### config.mk
export PLATFORM = sky130hd
export DESIGN_NAME = rfblackwidow_icfill_flat
export DESIGN_NICKNAME = d
export VERILOG_FILES = /design/src/rtl/rfblackwidow_icfill_pkg.sv /design/src/rtl/rfblackwidow_icfill_if.sv /design/src/rtl/rfblackwidow_ic_victim.sv /design/src/rtl/rfblackwidow_icfill.sv /design/src/flat_wrapper.sv
export SDC_FILE = /design/constraint.sdc
export NUM_CORES = 2
export LEC_CHECK = 0
export CORE_AREA = 2 2 714 716
export DETAILED_ROUTE_END_ITERATION = 12
export DIE_AREA = 0 0 716 718
export MAX_ROUTING_LAYER = met4
export PLACE_DENSITY = 0.35
export SETUP_SLACK_MARGIN = 0.3
export SLEW_MARGIN = 15
export SYNTH_ARGS = -nofsm -noshare
export SYNTH_HDL_FRONTEND = slang
export SYNTH_SLANG_ARGS = --single-unit
### constraint.sdc
create_clock -name clk -period 58.9 [get_ports clk]
set_clock_uncertainty 0.1 [all_clocks]
set_input_delay 11.78 -clock clk [delete_from_list [all_inputs] [get_ports clk]]
set_output_delay 11.78 -clock clk [all_outputs]
set_load 0.005 [all_outputs]
### src/rtl/rfblackwidow_icfill_pkg.sv
// rfblackwidow_icfill_pkg: shared sizes, fill FSM states and address helpers for the I$ fill controller
package rfblackwidow_icfill_pkg;
  localparam int LINES        = 128;
  localparam int WAYS         = 4;
  localparam int AWID         = 32;
  localparam int BEATS        = 8;
  localparam int IC_BEATS     = 8;
  localparam int IC_LINE_BITS = 1024;
  localparam int BUS_W        = 128;
  localparam int NDX_W        = 7;
  localparam int WAY_W        = 2;
  localparam int BEAT_W       = 3;
  localparam int TAG_W        = AWID - 7;
  typedef enum logic [2:0] {IDLE, INV, REQ, WRITE, ABORT, HOLD} ic_fill_state_t;
  function automatic logic [NDX_W-1:0] adr_ndx(input logic [AWID-1:0] a);
    return a[13:7];
  endfunction
  function automatic logic [TAG_W-1:0] adr_tag(input logic [AWID-1:0] a);
    return a[AWID-1:7];
  endfunction
endpackage

### src/rtl/rfblackwidow_icfill_if.sv
// rfblackwidow_icfill_if: system bus burst port between the fill controller (master) and memory (slave)
interface rfblackwidow_icfill_if;
  import rfblackwidow_icfill_pkg::*;
  logic             cyc_o;
  logic             stb_o;
  logic [AWID-1:0]  adr_o;
  logic             ack_i;
  logic             err_i;
  logic [BUS_W-1:0] dat_i;
  modport master (output cyc_o, stb_o, adr_o, input ack_i, err_i, dat_i);
  modport slave (input cyc_o, stb_o, adr_o, output ack_i, err_i, dat_i);
endinterface

### src/rtl/rfblackwidow_ic_victim.sv
// rfblackwidow_ic_victim: lowest invalid way in the set, else the round-robin way
module rfblackwidow_ic_victim
  import rfblackwidow_icfill_pkg::*;
(
  input  logic [WAYS-1:0]  col_i,
  input  logic [WAY_W-1:0] rr_i,
  output logic [WAY_W-1:0] way_o
);
  always_comb begin
    way_o = rr_i;
    for (int w = WAYS - 1; w >= 0; w--) way_o = col_i[w] ? way_o : WAY_W'(w);
  end
endmodule

### src/rtl/rfblackwidow_icfill.sv
// rfblackwidow_icfill: I$ miss/fill controller; bursts a line in, writes tag/data/valid, services invalidates
module rfblackwidow_icfill
  import rfblackwidow_icfill_pkg::*;
(
  input  logic                       clk,
  input  logic                       rst,
  input  logic                       miss_i,
  input  logic [AWID-1:0]            miss_adr,
  input  logic                       inv_all,
  input  logic                       inv_line,
  input  logic [AWID-1:0]            inv_adr,
  output logic                       inv_ack,
  rfblackwidow_icfill_if.master      bus,
  output logic                       wr_o,
  output logic [WAY_W-1:0]           wr_way,
  output logic [NDX_W-1:0]           wr_ndx,
  output logic [TAG_W-1:0]           wr_tag,
  output logic [IC_LINE_BITS-1:0]    wr_dat,
  output logic [WAYS-1:0][LINES-1:0] valid,
  output logic                       busy_o,
  output logic                       fault_o
);
  ic_fill_state_t             state_q, state_d;
  logic [TAG_W-1:0]           tag_q, tag_d;
  logic [NDX_W-1:0]           ndx_q, ndx_d;
  logic [WAY_W-1:0]           way_q, way_d, rr_q, rr_d, victim;
  logic [BEAT_W-1:0]          beat_q, beat_d;
  logic                       hold_q, hold_d;
  logic [IC_LINE_BITS-1:0]    line_q;
  logic [WAYS-1:0][LINES-1:0] valid_q;
  logic [WAYS-1:0]            col;
  logic [NDX_W-1:0]           miss_ndx, inv_ndx;
  logic                       beat_ok, unused;
  assign miss_ndx = adr_ndx(miss_adr);
  assign inv_ndx  = adr_ndx(inv_adr);
  assign beat_ok  = state_q == REQ && bus.ack_i && !bus.err_i;
  assign unused   = ^{miss_adr[6:0], inv_adr[AWID-1:14], inv_adr[6:0]};
  always_comb begin
    col = '0;
    for (int w = 0; w < WAYS; w++) col[w] = valid_q[w][miss_ndx];
  end
  rfblackwidow_ic_victim u_victim (.col_i(col), .rr_i(rr_q), .way_o(victim));
  always_comb begin
    state_d = state_q;
    tag_d   = tag_q;
    ndx_d   = ndx_q;
    way_d   = way_q;
    beat_d  = beat_q;
    rr_d    = rr_q;
    hold_d  = hold_q;
    case (state_q)
      IDLE: begin
        if (inv_all || inv_line) begin
          state_d = INV;
          ndx_d   = inv_ndx;
        end else if (miss_i) begin
          state_d = REQ;
          tag_d   = adr_tag(miss_adr);
          ndx_d   = miss_ndx;
          way_d   = victim;
          beat_d  = '0;
        end
      end
      INV: state_d = IDLE;
      REQ: begin
        if (bus.err_i) state_d = ABORT;
        else if (bus.ack_i) begin
          beat_d  = beat_q + 1'b1;
          state_d = beat_q == BEAT_W'(IC_BEATS - 1) ? WRITE : REQ;
          rr_d    = beat_q == BEAT_W'(IC_BEATS - 1) ? rr_q + 1'b1 : rr_q;
        end
      end
      WRITE, ABORT: begin
        state_d = HOLD;
        hold_d  = 1'b0;
      end
      HOLD: begin
        hold_d  = 1'b1;
        state_d = hold_q ? IDLE : HOLD;
      end
      default: state_d = IDLE;
    endcase
  end
  always_ff @(posedge clk or posedge rst) begin
    if (rst) begin
      state_q <= IDLE;
      tag_q   <= '0;
      ndx_q   <= '0;
      way_q   <= '0;
      beat_q  <= '0;
      rr_q    <= '0;
      hold_q  <= 1'b0;
      line_q  <= '0;
      valid_q <= '0;
    end else begin
      state_q <= state_d;
      tag_q   <= tag_d;
      ndx_q   <= ndx_d;
      way_q   <= way_d;
      beat_q  <= beat_d;
      rr_q    <= rr_d;
      hold_q  <= hold_d;
      if (beat_ok) line_q[{beat_q, 7'b0} +: BUS_W] <= bus.dat_i;
      if (state_q == IDLE && state_d == INV) begin
        if (inv_all) valid_q <= '0;
        else for (int w = 0; w < WAYS; w++) valid_q[w][inv_ndx] <= 1'b0;
      end
      // leaving REQ: completed line becomes valid, an aborted victim is left invalid
      if (state_q == REQ && state_d != REQ) valid_q[way_q][ndx_q] <= state_d == WRITE;
    end
  end
  assign bus.cyc_o = state_q == REQ;
  assign bus.stb_o = state_q == REQ;
  assign bus.adr_o = {tag_q, beat_q, 4'h0};
  assign wr_o      = state_q == WRITE;
  assign wr_way    = way_q;
  assign wr_ndx    = ndx_q;
  assign wr_tag    = tag_q;
  assign wr_dat    = line_q;
  assign valid     = valid_q;
  assign busy_o    = state_q != IDLE;
  assign fault_o   = state_q == ABORT;
  assign inv_ack   = state_q == INV;
endmodule

### src/flat_wrapper.sv
// flat-port wrapper written by rule: the top's interface ports become plain ports
module rfblackwidow_icfill_flat import rfblackwidow_icfill_pkg::*;
  (clk, rst, miss_i, miss_adr, inv_all, inv_line, inv_adr, inv_ack, wr_o, wr_way, wr_ndx, wr_tag, wr_dat, valid, busy_o, fault_o, bus_cyc_o, bus_stb_o, bus_adr_o, bus_ack_i, bus_err_i, bus_dat_i);
  rfblackwidow_icfill_if bus_i ();
  input  logic clk;
  input  logic rst;
  input  logic miss_i;
  input  logic [AWID-1:0] miss_adr;
  input  logic inv_all;
  input  logic inv_line;
  input  logic [AWID-1:0] inv_adr;
  output logic inv_ack;
  output logic wr_o;
  output logic [WAY_W-1:0] wr_way;
  output logic [NDX_W-1:0] wr_ndx;
  output logic [TAG_W-1:0] wr_tag;
  output logic [IC_LINE_BITS-1:0] wr_dat;
  output logic [WAYS-1:0][LINES-1:0] valid;
  output logic busy_o;
  output logic fault_o;
  output wire logic [$bits(bus_i.cyc_o)-1:0] bus_cyc_o;
  output wire logic [$bits(bus_i.stb_o)-1:0] bus_stb_o;
  output wire logic [$bits(bus_i.adr_o)-1:0] bus_adr_o;
  input wire logic [$bits(bus_i.ack_i)-1:0] bus_ack_i;
  input wire logic [$bits(bus_i.err_i)-1:0] bus_err_i;
  input wire logic [$bits(bus_i.dat_i)-1:0] bus_dat_i;
  assign bus_cyc_o = bus_i.cyc_o;
  assign bus_stb_o = bus_i.stb_o;
  assign bus_adr_o = bus_i.adr_o;
  assign bus_i.ack_i = bus_ack_i;
  assign bus_i.err_i = bus_err_i;
  assign bus_i.dat_i = bus_dat_i;
  rfblackwidow_icfill u_core (.clk(clk), .rst(rst), .miss_i(miss_i), .miss_adr(miss_adr), .inv_all(inv_all), .inv_line(inv_line), .inv_adr(inv_adr), .inv_ack(inv_ack), .bus(bus_i), .wr_o(wr_o), .wr_way(wr_way), .wr_ndx(wr_ndx), .wr_tag(wr_tag), .wr_dat(wr_dat), .valid(valid), .busy_o(busy_o), .fault_o(fault_o));
endmodule
==> flow_summary.toml <==
[run_status]
status = "finished clean"

[floorplan]
num_rows = 262
core-area_mm2 = 0.507
dieArea_mm2 = 0.514
die_h_um = 718
die_x_um = 716
initial_core_util_pct = 13.4
ios = 1807

[cts]
post_cts_resize_count = 0
cts_hold_buf = 0
post_cts_buffers = 0
cts_root_buf = "clkbuf_16"
clk_latency_ns = 0.95
clk_path_buf_depth = 4
cts.sink_count = 1579
numCtsBuffers = 208
cts_tree = "done"
clkTransAtPathRegs_ns = 0.06
cts-htree-levels = 4

[final_layout]
final_cells = 14400
utilization_pct = 19.8
layout.nets = 7698
drive_gt1_share_pct = 15.9
area_growth_syn_to_layout_pct = 47.3
fin_area_mm2 = 0.100

[logic_synthesis]
synth_area_leaders = "dfrtp_1 (58%), mux2_2 (9.7%), nand2_1 (6.5%)"
synth_warnings = 0
avgSynthCellArea_um2 = 11.6
ys_ff_latch = 1579
synth_edf_count = 0
synth.cell_area_mm2 = 0.0680
yosys.area.top_type = "dfrtp_1"
synth.distinct_cells = 69
synth-async-reset-ratio_pct = 100
ys_seq_area_share_pct = 58.1
synth.top_cell.area_share_pct = 58.1
synth_cells = 5889
synth_flop_cell = "dfrtp_1"

[worst_setup_path]
critPathKind = "input port to register"
critPathArrivalTime_ns = 17.61
crit_fanout = 81
rrSetupSlack_ns = 52.51
r2r_end = "u_core.valid[499]"
crit_required_ns = 59.57
start_kind = "input port"
rr_startpoint = "u_core.beat_q[0]"
critPathLaunch = "inv_line"
end_kind = "register"
reg2reg_depth = 11

[timing]
setup_violations = 0
tns_ns = 0
fmax_ghz = 0.0591
slew_violations = 0
worst_pin_slew_ns = 1.33
finalHoldViolCount = 0
rsz0062_at_grt = "false"
layout_min_cycle_time_ns = 16.93
max_slew_margin_pct = 10.9
fin_crit_sh_pct = 28.7

[place]
place_inst = 14000
gp_congestion = 0.865
dp_hpwl_um = 360000
portBuffers = 1770
place_area_mm2 = 0.0932

[detailed_routing]
drtIter0Drc = 5038
firstDrtPassIters = 6
via_per_inst = 4.08
wirelength_um = 474000
drc = 0
wl_per_cell_um = 32.9
ant_nets = 0
vias = 58800

[grt]
track_usage_pct = 18.3
overflow = 0
antenna_found_initial = 53
grt_max_degree = 190
grt_pass1_vias = 58000
grt_pass1_wl_um = 614000

[power]
vdd_drop_max_mv = 0.0247
p_leak_nw = 41.2
fin_total_pwr_mw = 3.00
power.density_mw_per_mm2 = 30.0

[job]
cap_violations = 0

[hold_path]
hp-class = "register to register"
hp-start = "u_core.wr_dat[729]"
min_path_cells = 2
hold_path_end = "u_core.wr_dat[729]"
==> Yosys cell counts, drive strengths merged, types with 13 or more instances <==
cell,n
nand3,104
nor3,24
mux2,587
inv,13
dfrtp,1579
o31ai,539
o211ai,514
buf,138
o21ai,345
mux2i,55
nor2,174
mux4,111
clkbuf,367
nand2,1175
a21oi,21
a22oi,22
==> cell usage in the layout (no fill, tap or decap), types with 50 or more instances in the layout <==
| master | n |
|---|---|
| nand2_1 | 1173 |
| dfrtp_1 | 1578 |
| nor2_1 | 164 |
| nand3_1 | 97 |
| mux4_2 | 105 |
| clkdlybuf4s50_1 | 1745 |
| buf_4 | 124 |
| clkbuf_16 | 209 |
| mux2i_1 | 55 |
| o31ai_1 | 539 |
| o211ai_1 | 514 |
| clkbuf_8 | 50 |
| o21ai_0 | 321 |
| mux2_2 | 587 |
==> cell type report <==
class | instances | area, µm²
fillers | 55000 | 407000
flip-flops and latches | 1579 | 39500
multi-input cells | 3794 | 26500
repair buffers | 1898 | 18700
well taps | 6732 | 8420
clock buffers | 307 | 6100
clock inverters | 71 | 875
diodes | 30 | 75.1
inverters | 14 | 60.1
==> how the worst max path moves through the flow <==
stage                   endpoint  slack (ns)  cells after the start
2_1_floorplan   u_core.beat_q[0]        2.47                      1
3_3_place_gp   u_core.valid[475]       41.15                     11
3_5_place_dp   u_core.valid[460]       41.08                     11
4_1_cts        u_core.valid[479]       42.08                     11
5_1_grt        u_core.valid[499]       41.85                     11
6_report       u_core.valid[499]       41.97                     11
==> kinds of logic (layout without fill, tap and decap cells) <==
| family | count (synthesis) | after routing | synth area share, % |
|---|---|---|---|
| multiplexers | 753 | 753 | 14.2 |
| other | 1 | 34 | 0.00551 |
| AND/OR/NAND/NOR | 1542 | 1542 | 9.02 |
| adder cells (fa/ha/maj) | 4 | 4 | 0.0736 |
| XOR/XNOR | 2 | 2 | 0.0257 |
| AO/OA/AOI/OAI | 1489 | 1489 | 15.2 |
| buffers and inverters | 519 | 2290 | 3.41 |
| flip-flops | 1579 | 1579 | 58.1 |
==> flip-flops by register name (all words and copies together), names as in the netlist <==
name	flops
u_core.beat_q	3
u_core.hold_q	1
u_core.rr_q	2
u_core.state_q	3
u_core.valid	512
u_core.wr_dat	1024
u_core.wr_ndx	7
u_core.wr_tag	25
u_core.wr_way	2
==> per-stage QoR <==
step	hold slack [ns]	setup slack (ns)
2_1_floorplan	0.345	2.47
3_3_place_gp	0.352	41.15
3_5_place_dp	0.357	41.08
4_1_cts	0.369	42.08
5_1_grt	0.389	41.85
6_report	0.367	41.97
==> power breakdown <==
group          internal (mW)  leakage, nW  switching, mW
Clock                  0.766         3.44          0.563
Combinational          0.150         15.8          0.364
Sequential              1.12         21.9         0.0367
Total                   2.04         41.2          0.964
==> layer usage <==
layer / wire length [µm] / GRT usage [%]
met1: 185000 / 20.8
met2: 234000 / 30.8
met3: 34300 / 4.81
met4: 20700 / 6.65
met5: 0 / -
==> critical path, stage by stage <==
cell and delay (ns):
clkdlybuf4s50_1 0.57, nor2_2 0.83, nand3_4 0.19, and2_0 0.21, o311a_1 0.42, nand3_4 0.54, buf_4 0.88, buf_4 0.80
buf_4 0.82, o211ai_1 0.19, o31ai_1 0.10
(Power assumes the default switching activity.)
